$ cat src/rtl/instr_fetch.sv
// Instruction fetch front end. It drives the byte address to a 16-bit
// instruction memory with a one-cycle registered read, tracks the single
// read in flight, and buffers the returned halfwords in a small FIFO. Decode
// reads the FIFO head over a valid/ready handshake. A redirect flushes all
// fetch state. A fetch beyond the end of memory is delivered as a fault and
// then parks the unit in HALT until the next redirect.
module instr_fetch #(
  parameter logic [31:0] RESET_PC  = 32'h0,
  parameter int unsigned MEM_BYTES = 1024,
  parameter int unsigned DEPTH     = 2
) (
  input  logic        clk_i,
  input  logic        rst_ni,
  output logic [31:0] pc_o,
  input  logic [15:0] pc_data_i,
  input  logic        redirect_i,
  input  logic [31:0] redirect_pc_i,
  output logic        instr_valid_o,
  input  logic        instr_ready_i,
  output logic [15:0] instr_o,
  output logic [31:0] instr_pc_o,
  output logic        instr_fault_o,
  output logic        halted_o
);

  localparam int unsigned PW = (DEPTH > 1) ? $clog2(DEPTH) : 1;
  localparam int unsigned CW = PW + 1;
  localparam logic [CW:0] DEPTH_LIM = (CW + 1)'(DEPTH);
  localparam logic [31:0] MEM_LIMIT = 32'(MEM_BYTES);

  typedef enum logic {
    RUN  = 1'b0,
    HALT = 1'b1
  } state_t;

  state_t         state_q;
  logic [31:0]    pc_q;
  logic           inflight_q;
  logic [31:0]    inflight_pc_q;
  logic [PW-1:0]  rd_ptr_q;
  logic [PW-1:0]  wr_ptr_q;
  logic [CW-1:0]  count_q;

  logic [15:0]    buf_instr [DEPTH];
  logic [31:0]    buf_pc    [DEPTH];
  logic           buf_fault [DEPTH];

  logic           pop;
  logic           push;
  logic           issue;
  logic           capture_fault;
  logic [CW-1:0]  count_after_pop;
  logic [CW:0]    need;
  logic [31:0]    redirect_pc;

  // Handshake, capture and flush qualifiers shared by the sequential blocks.
  assign instr_valid_o   = (count_q != '0);
  assign pop             = instr_valid_o & instr_ready_i;
  assign push            = inflight_q & ~redirect_i;
  assign count_after_pop = count_q - CW'(pop);
  assign capture_fault   = (inflight_pc_q >= MEM_LIMIT);
  assign redirect_pc     = redirect_pc_i & ~32'h1;

  // Issue a new fetch only when the buffer can hold it together with the
  // read already in flight, counting the slot freed by this cycle's pop.
  // NOTE: every signal written in always_comb gets a default first, so no
  // path leaves it unassigned and no latch is inferred.
  always_comb begin
    issue = 1'b0;
    need  = {1'b0, count_after_pop} + (CW + 1)'(inflight_q) + (CW + 1)'(1);
    if (state_q == RUN && !redirect_i && need <= DEPTH_LIM) begin
      issue = 1'b1;
    end
  end

  // Fetch control: PC, in-flight tracking, FIFO pointers and the RUN/HALT FSM.
  // A redirect overrides every other update in the same cycle.
  // NOTE: sequential state uses non-blocking assignments only, so every
  // register samples pre-edge values regardless of statement order.
  always_ff @(posedge clk_i or negedge rst_ni) begin
    if (!rst_ni) begin
      state_q       <= RUN;
      pc_q          <= RESET_PC;
      inflight_q    <= 1'b0;
      inflight_pc_q <= '0;
      rd_ptr_q      <= '0;
      wr_ptr_q      <= '0;
      count_q       <= '0;
    end else if (redirect_i) begin
      state_q    <= RUN;
      pc_q       <= redirect_pc;
      inflight_q <= 1'b0;
      rd_ptr_q   <= '0;
      wr_ptr_q   <= '0;
      count_q    <= '0;
    end else begin
      inflight_q <= issue;
      if (issue) begin
        inflight_pc_q <= pc_q;
        pc_q          <= pc_q + 32'd2;
        if (pc_q >= MEM_LIMIT) begin
          state_q <= HALT;
        end
      end
      if (push) begin
        wr_ptr_q <= wr_ptr_q + PW'(1);
      end
      if (pop) begin
        rd_ptr_q <= rd_ptr_q + PW'(1);
      end
      count_q <= count_q + CW'(push) - CW'(pop);
    end
  end

  // FIFO storage: capture the returned halfword with its PC and fault tag.
  // NOTE: the storage array has no reset; count_q gates every read, so stale
  // contents are never observed and the array can map to plain flops/RAM.
  always_ff @(posedge clk_i) begin
    if (push) begin
      buf_instr[wr_ptr_q] <= capture_fault ? 16'h0 : pc_data_i;
      buf_pc[wr_ptr_q]    <= inflight_pc_q;
      buf_fault[wr_ptr_q] <= capture_fault;
    end
  end

  // Head outputs read zero while the buffer is empty.
  assign pc_o          = pc_q;
  assign instr_o       = instr_valid_o ? buf_instr[rd_ptr_q] : 16'h0;
  assign instr_pc_o    = instr_valid_o ? buf_pc[rd_ptr_q]    : 32'h0;
  assign instr_fault_o = instr_valid_o ? buf_fault[rd_ptr_q] : 1'b0;
  assign halted_o      = (state_q == HALT);

  // A capture must always find a free slot once this cycle's pop is applied.
  a_no_overflow: assert property (
    @(posedge clk_i) disable iff (!rst_ni)
      push |-> (count_after_pop < DEPTH_LIM[CW-1:0])
  );

endmodule

$ cat config.mk
export PLATFORM = sky130hd
export DESIGN_NAME = instr_fetch
export DESIGN_NICKNAME = d
export VERILOG_FILES = /design/src/rtl/instr_fetch.sv
export SDC_FILE = /design/constraint.sdc
export NUM_CORES = 1
export LEC_CHECK = 0
export ABC_AREA = 1
export BUFFER_PORTS_ARGS = -buffer_cell sky130_fd_sc_hd__buf_2
export CORE_MARGIN = 3
export CORE_UTILIZATION = 55
export CTS_BUF_LIST = sky130_fd_sc_hd__clkbuf_8
export DETAILED_ROUTE_END_ITERATION = 10
export PLACE_DENSITY = 0.76
export SLEW_MARGIN = 20
export SYNTH_ARGS = -nofsm -noshare
export SYNTH_HDL_FRONTEND = slang
export SYNTH_SLANG_ARGS = --single-unit
$ cat constraint.sdc
create_clock -name clk_i -period 3.8 [get_ports clk_i]
set_input_delay 0.76 -clock clk_i [delete_from_list [all_inputs] [get_ports clk_i]]
set_output_delay 0.76 -clock clk_i [all_outputs]
set_load 0.01 [all_outputs]
# Word-level counts from Yosys, hierarchy flattened
# Memory sizes are Yosys's and may differ from the RTL's.
# Index checks and enable logic that the tools add are counted.
[totals]
reg_bits = 70
mem_bits_rw = 98
inputBits = 52
n_memories = 3
[classes]
n_addsub = 8
n_lt_le_gt_ge = 3
mux = 18
bitwise = 4
n_reduce_logical = 10
[mem_list]
columns = ["memory", "words", "word_bits", "rd", "rd_clocked_by_memory_dff", "write_ports", "line", "source"]
rows = [
  ["buf_pc", 2, 32, 1, 0, 1, "45", "logic [31:0] buf_pc [DEPTH];"],
  ["buf_instr", 2, 16, 1, 0, 1, "44", "logic [15:0] buf_instr [DEPTH];"],
  ["buf_fault", 2, 1, 1, 0, 1, "46", "logic buf_fault [DEPTH];"],
]
[op_table]
columns = ["op", "n"]
rows = [
  ["$mux W32", 3],
  ["$ge A32 B11 Y1 const B", 2],
  ["$add A32 B2 Y32 const B", 1],
  ["$mux W16", 2],
  ["$mux W1", 12],
  ["$reduce_bool A2 Y1", 5],
  ["$reduce_and A2 Y1", 2],
  ["$sub A2 B1 Y2", 2],
  ["$add A2 B1 Y3", 1],
  ["$add A3 B1 Y3 const B", 1],
  ["$le A3 B2 Y1 const B", 1],
  ["$add A1 B1 Y1 const B", 2],
  ["$add A2 B1 Y2", 1],
  ["$and A1 B1 Y1", 2],
  ["$logic_and A1 B1 Y1", 2],
  ["$mux W2", 1],
  ["$not A1 Y1", 2],
  ["$logic_not A1 Y1", 1],
]

# Longest topological paths before layout
# Gate-level depths: netlist (run 1).
[logic_depth]
ltp_word = 10
mapped_depth = 16

# Worst setup path after synthesis (run 1)
# Ideal clock, no wire load.
[synth_path]
kind = "in2reg"
from = "input port redirect_i"
to = "memory buf_fault[0] (enable)"
setup_time_ps = 454
t_arrival_ps = 3366
t_required_ps = 3346
slack_ps = -20
cell_stages = 5
cell_sequence = "buf_4 > inv_1 > buf_2 > nand2_1 > nor2_1"
[synth_between]
elab_chain_cells = 4
[synth_rtl]
columns = ["item", "line", "source"]
rows = [
  ["from (decl)", "16", "input logic redirect_i,"],
  ["$not A1 Y1 (no line)", "-", ""],
  ["$and A1 B1 Y1", "59", "assign push = inflight_q & ~redirect_i;"],
  ["$mux W1", "119", "if (push) begin"],
  ["$mux W1 (implied by the code)", "122", "buf_fault[wr_ptr_q] <= capture_fault;"],
  ["to (decl)", "46", ""],
]
# No other way between the ends.

# Worst setup path in the final report (run 1)
[layout_path]
from = "register count_q[1]"
to = "register pc_q[9] (netlist: pc_o[9])"
[layout_between]
elab_chain_cells = 9
[layout_rtl]
columns = ["item", "line", "source"]
rows = [
  ["from (decl)", "42", "logic [CW-1:0] count_q;"],
  ["from (signal assigned)", "111", "count_q <= count_q + CW'(push) - CW'(pop);"],
  ["$reduce_bool A2 Y1", "57", "assign instr_valid_o = (count_q != '0);"],
  ["$and A1 B1 Y1", "58", "assign pop = instr_valid_o & instr_ready_i;"],
  ["$sub A2 B1 Y2 (*)", "60", "assign count_after_pop = count_q - CW'(pop);"],
  ["$add A2 B1 Y3 (*)", "70", "need = {1'b0, count_after_pop} + (CW + 1)'(inflight_q) + (CW + 1)'(1);"],
  ["$add A3 B1 Y3 (*)", "70", ""],
  ["$le A3 B2 Y1 (*)", "71", "if (state_q == RUN && !redirect_i && need <= DEPTH_LIM) begin"],
  ["$logic_and A1 B1 Y1 (*)", "71", ""],
  ["$mux W1 (*)", "71", ""],
  ["$reduce_bool A2 Y1 (no line) (*)", "-", ""],
  ["to (signal assigned)", "91", "pc_q <= redirect_pc;"],
  ["to (signal assigned)", "100", "pc_q <= pc_q + 32'd2;"],
  ["to (decl)", "37", "logic [31:0] pc_q;"],
]
# Every way passes the cells marked *; elsewhere a longest branch is shown, timed or not.
# A chain may end at the register's enable or synchronous reset.

==> results of run 1 <==
-- layer usage --
layer	up-vias	global-route usage, %	wire, µm
met4	0	10.83	493
met5	-	0	0
met3	34	3.688	1180
met1	2805	31.62	7605
met2	248	34.03	7786
li1	3061	-	-
-- synth_stat cells (all sizes together), types with 7 or more instances --
master    n
a21oi    55
buf      19
clkbuf   17
dfrtp    68
edfxtp   96
ha        7
inv      98
nand2   273
nand3    84
nand4    11
nor2     87
o21ai    35
-- kinds of logic (layout without fill, tap and decap cells) --
| group | Yosys count | count (layout) |
|---|---|---|
| other | 1 | 2 |
| adder cells (fa/ha/maj) | 7 | 7 |
| AND/OR/NAND/NOR | 462 | 462 |
| XOR/XNOR | 5 | 5 |
| buffers and inverters | 134 | 272 |
| AO/OA/AOI/OAI | 93 | 93 |
| flip-flops | 164 | 164 |
-- cell type report --
class	instances	area share, %
Clock buffer	20	3.065
Clock inverter	12	1.714
Inverter	98	4.096
Multi-Input combinational cell	569	28.85
Sequential cell	164	51.04
Tap cell	176	2.452
Timing Repair Buffer	142	8.777
-- flip-flops by register name (all words and copies together) (netlist names) --
register	cells
inflight_q	1
halted_o	1
buf_pc	62
count_q	2
inflight_pc_q	31
pc_o	31
buf_fault	2
buf_instr	32
rd_ptr_q	1
wr_ptr_q	1
-- power breakdown --
| part | internal [W] | switching, W |
|---|---|---|
| clock | 0.000703 | 0.000619 |
| combinational | 0.000888 | 0.00172 |
| sequential | 0.00240 | 0.000461 |
-- metrics by stage --
stage          utilization, %  TNS, ps  setup slack [ps]  std cells
2_1_floorplan               -    -1929            -20.09        867
3_3_place_gp            63.32        0             628.1       1149
3_5_place_dp            63.32        0             595.4       1149
4_1_cts                 66.50        0             988.5       1181
5_1_grt                 66.50        0             697.2       1181
6_report                66.50        0              1009       1181
-- final timing paths --
path                            slack [ps]           end  cells past startpoint              from
worst min-delay path                   380      pc_o[24]                      1            rst_ni
worst min register to register         480  buf_pc[0][6]                      0  inflight_pc_q[6]
worst max register to register        1010       pc_o[9]                     12        count_q[1]
min in group clk_i                     480  buf_pc[0][6]                      0  inflight_pc_q[6]
worst max-delay path                  1010       pc_o[9]                     12        count_q[1]
max in group asynchronous             2620       pc_o[1]                      2            rst_ni
==> results.sh, run 1 <==
export IMPL_cpMostUsedCell="ha_1"
export IMPL_die_area_mm2=0.01549
export IMPL_final_hold_violation_count=0
export IMPL_yosys_area_top_type="edfxtp_1"
export IMPL_fin_crit_sh_pct=73.46
export IMPL_dp_hpwl_mm=11.98
export IMPL_insertion_delay_ps=450
export IMPL_cts_resized=0
export IMPL_cts_sink_count=164
export IMPL_path_clk_slew_ps=90
export IMPL_yosys_area_share_simple_pct=25.36
export IMPL_hp_class="input port to asynchronous set/reset pin"
export IMPL_routed_wl_mm=17.07
export IMPL_cp_start_kind="flip-flop"
export IMPL_syn_area_mm2=0.007716
export IMPL_fmax_mhz=358.2
export IMPL_fin_skew_ps=14.75
export IMPL_grt_pass1_wl_mm=27.74
export IMPL_grt_use_total_pct=22.41
export IMPL_post_cts_setup_buffers=0
export IMPL_yosysUniqueCellTypes=28
export IMPL_nFillCells=1105
export IMPL_power_total_w=0.006789
export IMPL_num_antenna_cells=0
export IMPL_slew_headroom_pct=48.46
export IMPL_io_pins=135
export IMPL_viasPerCell=5.206
export IMPL_fp_dieW_um=124.4
export IMPL_path_class="flip-flop to flip-flop"
export IMPL_period_needed_ps=2791
export IMPL_drt_iter0_markers=427
export IMPL_setup_viol=0
export IMPL_synthCells=866
export IMPL_htree_levels=4
export IMPL_yosys_warnings=0
export IMPL_ys_top_cells_by_area="edfxtp_1 (37%), dfrtp_1 (22%), nand2_1 (13%)"
export IMPL_initial_core_util_pct=57.13
export IMPL_grt_max_degree=58
export IMPL_worst_pin_slew_ps=773.1
export IMPL_crit_path_end_kind="flip-flop"
export IMPL_cts_tree="done"
export IMPL_slew_violations=0
export IMPL_placed_area_mm2=0.008552
export IMPL_synth_edf_count=96
export IMPL_clockBufferDepth=2
export IMPL_ys_seq_elements=164
export IMPL_postCtsHoldBufs=0
export IMPL_leakage_nw=4.170
export IMPL_cts_made_buffers=17
export IMPL_seqCellArea_mm2=0.004584
export IMPL_cp_num_buf_inv=2
export IMPL_synth_top_family_by_area="simple AND/OR/NAND/NOR gates"
export IMPL_vias=6148
export IMPL_chipHeight_um=124.4
export IMPL_synth_seq_area_share_pct=59.41
export IMPL_status="finished clean"
export IMPL_synth_xor_area_share_pct=0.5675
export IMPL_drive_gt1_share_pct=19.50
export IMPL_core_mm2=0.01351
export IMPL_port_buffers=131
export IMPL_rsz0062_at_grt="no"
export IMPL_synth_compound_area_share_pct=6.129
export IMPL_stdcell_area_mm2=0.008981
export IMPL_critPathTopFamily="simple AND/OR/NAND/NOR gates"
export IMPL_final_nets=1051
export IMPL_path_cells="nor2_4, nor2_1, ha_1, ha_1, ha_1, nand3_1, nand2_1, nand2_2, inv_1, buf_4, nand3_1, o211ai_1"
export IMPL_layout_commonest_cell="nand2_1"
export IMPL_maxCapViolCount=0
export IMPL_cp_arrival_ps=3150
export IMPL_syn2layout_area_growth_pct=16.39
export IMPL_multi_input_area_mm2=0.002591
export IMPL_drtAntennaViolNets=0
export IMPL_synthArstFlopShare_pct=41.46
export IMPL_worst_hold_slack_ps=377.4
export IMPL_synth_adder_area_share_pct=1.135
export IMPL_netlist_area_leader_share_pct=37.36
export IMPL_synth_mux_area_share_pct=0
export IMPL_place_congestion=0.9518
export IMPL_layout_common_cells="nand2_1 (266), buf_2 (131), inv_1 (99)"
export IMPL_antenna_found_initial=0
export IMPL_drc_errors=0
export IMPL_avgRoutedWirePerCell_um=14.45
export IMPL_synthFlopType="edfxtp_1"
export IMPL_avgSynthCellArea_um2=8.910
export IMPL_required_ps=4160
export IMPL_cts_root_buffer="clkbuf_8"
export IMPL_grt_pass1_vias=5701
export IMPL_drt_pass1_iter_count=5
export IMPL_peakVddDrop_mv=0.3784
export IMPL_power_density_mw_per_mm2=755.9
export IMPL_crit_path_max_fanout=21
export IMPL_num_rows=42
export IMPL_overflow=0
export IMPL_cp_slowest_stage_delay_ps=440
export IMPL_crit_slowest_cell="dfrtp_1"
(Power assumes the default switching activity.)
==> run 2, diff against run 1 <==
clock period = 2.69 ns   (was 3.8 ns; I/O delays follow)
==> run 2 against run 1 <==
Compared with the run above:
- non-clock buffer count is 5 higher
- critical endpoint is now pc_o[11]
- final area is 0.61% higher
- combinational power is 43% higher
- core utilization is 0.41 points higher
- die area stayed put
- largest power group unchanged
- sequential cell count stayed put
- clock power is 57% higher
- final cell count is 0.42% higher
- critical path depth stayed put
- sequential share of layout area is 0.31 points lower
==> results.sh, run 2 (synthesis results as in run 1) <==
export IMPL_vias=6112
export IMPL_cts_made_buffers=17
export IMPL_nFillCells=1143
export IMPL_drive_gt1_share_pct=19.90
export IMPL_stdcell_area_mm2=0.009036
export IMPL_setup_viol=0
export IMPL_slew_headroom_pct=64.97
export IMPL_grt_pass1_vias=5681
export IMPL_status="finished clean"
export IMPL_drt_iter0_markers=304
export IMPL_cp_start_kind="flip-flop"
export IMPL_crit_path_end_kind="flip-flop"
export IMPL_rrSetupSlack_ps=280
export IMPL_drc_errors=0
export IMPL_cts_root_buffer="clkbuf_8"
export IMPL_fin_crit_sh_pct=89.60
export IMPL_layout_common_cells="nand2_1 (266), buf_2 (131), inv_1 (99)"
export IMPL_avgRoutedWirePerCell_um=14.25
export IMPL_worst_hold_slack_ps=87.91
export IMPL_rr_worst_depth=12
export IMPL_path_clk_slew_ps=90
export IMPL_cts_resized=0
export IMPL_post_cts_setup_buffers=0
export IMPL_r2r_end="pc_o[11]"
export IMPL_syn2layout_area_growth_pct=17.11
export IMPL_drt_pass1_iter_count=5
export IMPL_power_density_mw_per_mm2=1087
export IMPL_dp_hpwl_mm=11.82
export IMPL_slew_violations=0
export IMPL_fmax_mhz=414.9
export IMPL_insertion_delay_ps=460
export IMPL_instances_no_fill=1186
export IMPL_peakVddDrop_mv=0.5402
export IMPL_grt_use_total_pct=22.35
export IMPL_period_needed_ps=2410
export IMPL_fin_skew_ps=13.57
export IMPL_dp_cells=1154
export IMPL_grt_max_degree=69
export IMPL_postCtsHoldBufs=0
export IMPL_largest_register_ff_count=62
export IMPL_final_hold_violation_count=0
export IMPL_fp_dieW_um=124.4
export IMPL_rr_startpoint="count_q[1]"
export IMPL_grt_pass1_wl_mm=27.75
export IMPL_initial_core_util_pct=57.13
export IMPL_num_rows=42
export IMPL_antenna_found_initial=0
export IMPL_placed_area_mm2=0.008564
export IMPL_path_class="flip-flop to flip-flop"
export IMPL_overflow=0
export IMPL_worst_pin_slew_ps=525.5
export IMPL_htree_levels=4
export IMPL_chipHeight_um=124.4
export IMPL_port_buffers=131
export IMPL_core_mm2=0.01351
export IMPL_maxCapViolCount=0
export IMPL_multi_input_area_mm2=0.002591
export IMPL_drtAntennaViolNets=0
export IMPL_cts_tree="done"
export IMPL_hp_class="input port to asynchronous set/reset pin"
export IMPL_clockBufferDepth=2
export IMPL_io_pins=135
export IMPL_cp_arrival_ps=2750
export IMPL_required_ps=3030
export IMPL_crit_path_max_fanout=14
export IMPL_reg_largest_list="buf_pc: 62 flops, buf_instr: 32 flops"
export IMPL_layout_commonest_cell="nand2_1"
export IMPL_cts_sink_count=164
export IMPL_leakage_nw=4.212
export IMPL_place_congestion=0.9384
export IMPL_seqCellArea_mm2=0.004584
export IMPL_largest_register="buf_pc"
export IMPL_die_area_mm2=0.01549
export IMPL_final_nets=1056
export IMPL_routed_wl_mm=16.90
export IMPL_viasPerCell=5.153
export IMPL_rsz0062_at_grt="no"
export IMPL_num_antenna_cells=0
-- run 2: cell count changes in the layout (fill, tap and decap cells not counted), sizes merged --
cell	before	now
buf	142	147
inv	102	101
clkbuf	20	17
bufinv	3	6
clkinvlp	4	3
clkinv	1	3
-- run 2: metal layers --
layer  routed length, µm  track usage (%)
met5                   0                0
met4                 387            7.608
met3                1179            5.060
met2                7833            34.86
met1                7500            31.21
-- run 2: metrics by stage --
step | util [%] | power, W | setup slack (ps) | setup TNS, ps
floorplan | - | 0.006429 | -124.8 | -11980
global placement | 63.41 | 0.007724 | 162.7 | 0
detailed placement | 63.41 | 0.007808 | 102.8 | 0
CTS | 66.91 | 0.009869 | 245.2 | 0
global route | 66.91 | 0.01056 | 21.51 | 0
finish | 66.91 | 0.009818 | 279.8 | 0
-- run 2: worst max path at each step --
| stage | startpoint | endpoint | slack, ps | depth (start not counted) |
|---|---|---|---|---|
| 6_report | count_q[1] | pc_o[11] | 280 | 12 |
| 5_1_grt | count_q[1] | pc_o[5] | 20 | 13 |
| 4_1_cts | count_q[1] | pc_o[11] | 250 | 12 |
| 3_5_place_dp | instr_ready_i | pc_o[11] | 100 | 13 |
| 3_3_place_gp | instr_ready_i | pc_o[7] | 160 | 13 |
| 2_1_floorplan | redirect_i | buf_fault[0] | -120 | 5 |
-- run 2: critical path, stage by stage (launching register included) --
cell	delay, ps
dfrtp_1	450
nor2_4	130
nor2_1	60
ha_1	270
ha_1	200
ha_1	280
nand3_1	70
nand2_1	120
nand2_2	110
nand2_2	280
inv_2	170
nand2_1	100
nand3_1	70
-- run 2: power breakdown --
group	internal [W]	switching, W
Sequential	0.00339	0.000648
Combinational	0.00128	0.00243
Clock	0.00119	0.000877
Total	0.00586	0.00395
-- run 2: cell type report --
| type | instances | area share, % |
|---|---|---|
| tap | 176 | 2.437 |
| multi-input combinational | 569 | 28.68 |
| clock inverter | 15 | 2.631 |
| sequential | 164 | 50.73 |
| clock buffer | 17 | 2.589 |
| timing repair buffer | 147 | 8.862 |
| inverter | 98 | 4.071 |
==> run 3, diff against run 2 <==
ABC_AREA = not set   (was 1)
CORE_UTILIZATION = 30   (was 55)
GPL_ROUTABILITY_DRIVEN = 0   (was not set)
PLACE_DENSITY = 0.45   (was 0.76)
==> run 3 against run 2 <==
Compared with the run above:
- the flow now finishes with violations (negative setup slack)
- fmax is 11% lower
- die area is 67% higher
- power is 11% lower
- first-iteration DRC count is 7.6% lower
- highest routed layer unchanged
==> results.sh, run 3 <==
export IMPL_drtAntennaViolNets=0
export IMPL_violations="negative setup slack"
export IMPL_crit_slowest_cell="or4_4"
export IMPL_cp_start_kind="flip-flop"
export IMPL_fin_crit_sh_pct=100.5
export IMPL_hp_class="input port to asynchronous set/reset pin"
export IMPL_maxCapViolCount=0
export IMPL_critPathTopFamily="simple AND/OR/NAND/NOR gates"
export IMPL_final_hold_violation_count=0
export IMPL_synthCells=611
export IMPL_cts_tree="done"
export IMPL_yosys_area_top_type="edfxtp_1"
export IMPL_ys_top_cells_by_area="edfxtp_1 (40%), dfrtp_1 (24%), mux2i_1 (6.8%)"
export IMPL_viasPerCell=4.581
export IMPL_final_core_util_pct=38.16
export IMPL_fin_skew_ps=17.91
export IMPL_cp_arrival_ps=3020
export IMPL_synth_seq_area_share_pct=63.67
export IMPL_largest_register="buf_pc"
export IMPL_die_area_mm2=0.02590
export IMPL_p_sw_w=0.003456
export IMPL_cp_slowest_stage_delay_ps=550
export IMPL_insertion_delay_ps=450
export IMPL_vias=4993
export IMPL_leakage_nw=3.704
export IMPL_cts_sink_count=164
export IMPL_core_mm2=0.02354
export IMPL_drive_gt1_share_pct=29.70
export IMPL_cp_num_buf_inv=2
export IMPL_drt_pass1_iter_count=5
export IMPL_sw_frac_of_total_pct=39.34
export IMPL_status="finished, violations left"
export IMPL_tns_ps=-12.42
export IMPL_path_cells="nor2_4, inv_2, and2_4, ha_4, xnor2_2, buf_4, ha_4, and3b_2, o21ai_4, or4_4, xnor2_2, o21ai_1"
export IMPL_syn2layout_area_growth_pct=24.78
export IMPL_placed_area_mm2=0.008417
export IMPL_reg_largest_list="buf_pc: 62 flops, buf_instr: 32 flops"
export IMPL_avgSynthCellArea_um2=11.79
export IMPL_ys_seq_elements=164
export IMPL_cts_root_buffer="clkbuf_8"
export IMPL_antenna_found_initial=0
export IMPL_clockBufferDepth=2
export IMPL_peakVddDrop_mv=0.4523
export IMPL_cts_made_buffers=17
export IMPL_clockPowerShare_pct=18.0
export IMPL_synthArstFlopShare_pct=41.46
export IMPL_num_rows=56
export IMPL_largest_register_ff_count=62
export IMPL_synth_edf_count=96
export IMPL_period_needed_ps=2702
export IMPL_yosys_warnings=0
export IMPL_rrSetupSlack_ps=-10
export IMPL_slew_headroom_pct=54.84
export IMPL_num_antenna_cells=0
export IMPL_synthFlopType="edfxtp_1"
export IMPL_synthTopCellsByCount="nand2_1 (122), edfxtp_1 (96), dfrtp_1 (68)"
export IMPL_path_clk_slew_ps=100
export IMPL_drt_iter0_markers=281
export IMPL_drc_errors=0
export IMPL_syn_area_mm2=0.007201
export IMPL_htree_levels=4
export IMPL_power_total_w=0.008786
export IMPL_combPwrFrac_pct=40.5
export IMPL_synth_most_common_cell="nand2_1"
export IMPL_rsz0062_at_grt="yes"
export IMPL_initial_core_util_pct=30.59
export IMPL_required_ps=3010
export IMPL_slew_violations=0
export IMPL_grt_pass1_vias=5103
export IMPL_worst_pin_slew_ps=677.4
export IMPL_overflow=0
export IMPL_layout_common_cells="buf_2 (131), nand2_1 (122), edfxtp_1 (96)"
export IMPL_grt_max_degree=51
export IMPL_setup_viol=1
export IMPL_dp_hpwl_mm=12.37
export IMPL_grt_pass1_wl_mm=28.64
export IMPL_chipHeight_um=160.9
export IMPL_yosysUniqueCellTypes=46
export IMPL_port_buffers=131
export IMPL_path_class="flip-flop to flip-flop"
export IMPL_final_setup_worst_slack_ps=-12.42
export IMPL_place_ws_ps=-129.2
export IMPL_power_density_mw_per_mm2=977.8
export IMPL_fmax_mhz=370.0
export IMPL_crit_path_max_fanout=3
export IMPL_netlist_area_leader_share_pct=40.03
export IMPL_fp_dieW_um=160.9
export IMPL_avgRoutedWirePerCell_um=16.53
export IMPL_final_nets=817
export IMPL_p_seq_share_pct=41.5
export IMPL_routed_wl_mm=18.01
export IMPL_grt_use_total_pct=14.19
export IMPL_layout_commonest_cell="buf_2"
export IMPL_crit_path_end_kind="flip-flop"
export IMPL_stdcell_area_mm2=0.008985
export IMPL_io_pins=135
export IMPL_p_int_w=0.005329
## run 3: cell types whose count changed in the layout (fill, tap and decap cells not counted), sizes merged, moves of 7 or more
| cell | change |
|---|---|
| nand2 | -151 |
| buf | +13 |
| nor4 | +20 |
| mux2i | +49 |
| and2 | +18 |
| o21ai | -7 |
| nor2 | -33 |
| nand3 | -66 |
| a21oi | -53 |
| inv | -78 |
| xnor2 | +17 |
## run 3: cells by family after synthesis
kind of cell / Yosys count / share of synthesized area, %
adders and majority gates: 7 / 1.216
DFF: 164 / 63.67
muxes: 51 / 7.124
other: 1 / 0.05208
and+or+nand+nor: 267 / 18.09
AOI/OAI and AO/OA: 45 / 3.823
buffers and inverters: 50 / 2.867
xor gates and xnor gates: 26 / 3.162
## run 3: final timing paths
check                                  from                end  cells past startpoint
max                              count_q[0]           pc_o[14]                     12
min                                  rst_ni           pc_o[26]                      1
max reg2reg                      count_q[0]           pc_o[14]                     12
min reg2reg                inflight_pc_q[5]       buf_pc[0][5]                      0
max in group asynchronous            rst_ni  inflight_pc_q[26]                      3
min in group clk_i         redirect_pc_i[6]            pc_o[6]                      3
## run 3: power groups by stage
stage               Clock (W)  Sequential [W]  Combinational, W
floorplan                   0         0.00358           0.00206
global placement            0         0.00368           0.00330
detailed placement          0         0.00370           0.00333
CTS                   0.00164         0.00365           0.00353
global route          0.00174         0.00372           0.00395
finish                0.00158         0.00364           0.00356
## run 3: metrics by stage
stage | hold slack, ps | std cells
floorplan | 242.4 | 612
global placement | 457.5 | 1055
detailed placement | 465.2 | 1055
CTS | 51.86 | 1089
global route | 70.12 | 1090
finish | 68.57 | 1090
## run 3: per-layer routing
metal	global-route usage, %	routed length (µm)	vias to the layer above
met2	21.14	7987	141
met5	0	0	-
li1	-	-	2437
met4	4.419	285	0
met1	20.54	8798	2394
met3	3.379	941	21
## run 3: final cells by class
| class | count | area [µm²] |
|---|---|---|
| sequential | 164 | 4586 |
| clock inverter | 15 | 107.6 |
| tap | 319 | 399.1 |
| clock buffer | 17 | 234.0 |
| multi-input combinational | 398 | 2648 |
| inverter | 17 | 63.81 |
| fill | 2332 | 14560 |
| timing repair buffer | 160 | 947.2 |
## run 3: repair_timing
action | 4_1_cts | 5_1_grt
setup buffers | 2 | 1
hold buffers | 0 | 0
resized for setup | 13 | 18
pin swaps | 10 | 16
endpoints found under the setup margin | 9 | 23
## run 3: worst register-to-register path: stages (launching register included)
cell	delay [ps]
dfrtp_1	420
nor2_4	120
inv_2	40
and2_4	150
ha_4	160
xnor2_2	130
buf_4	150
ha_4	250
and3b_2	280
o21ai_4	80
or4_4	550
xnor2_2	170
o21ai_1	80
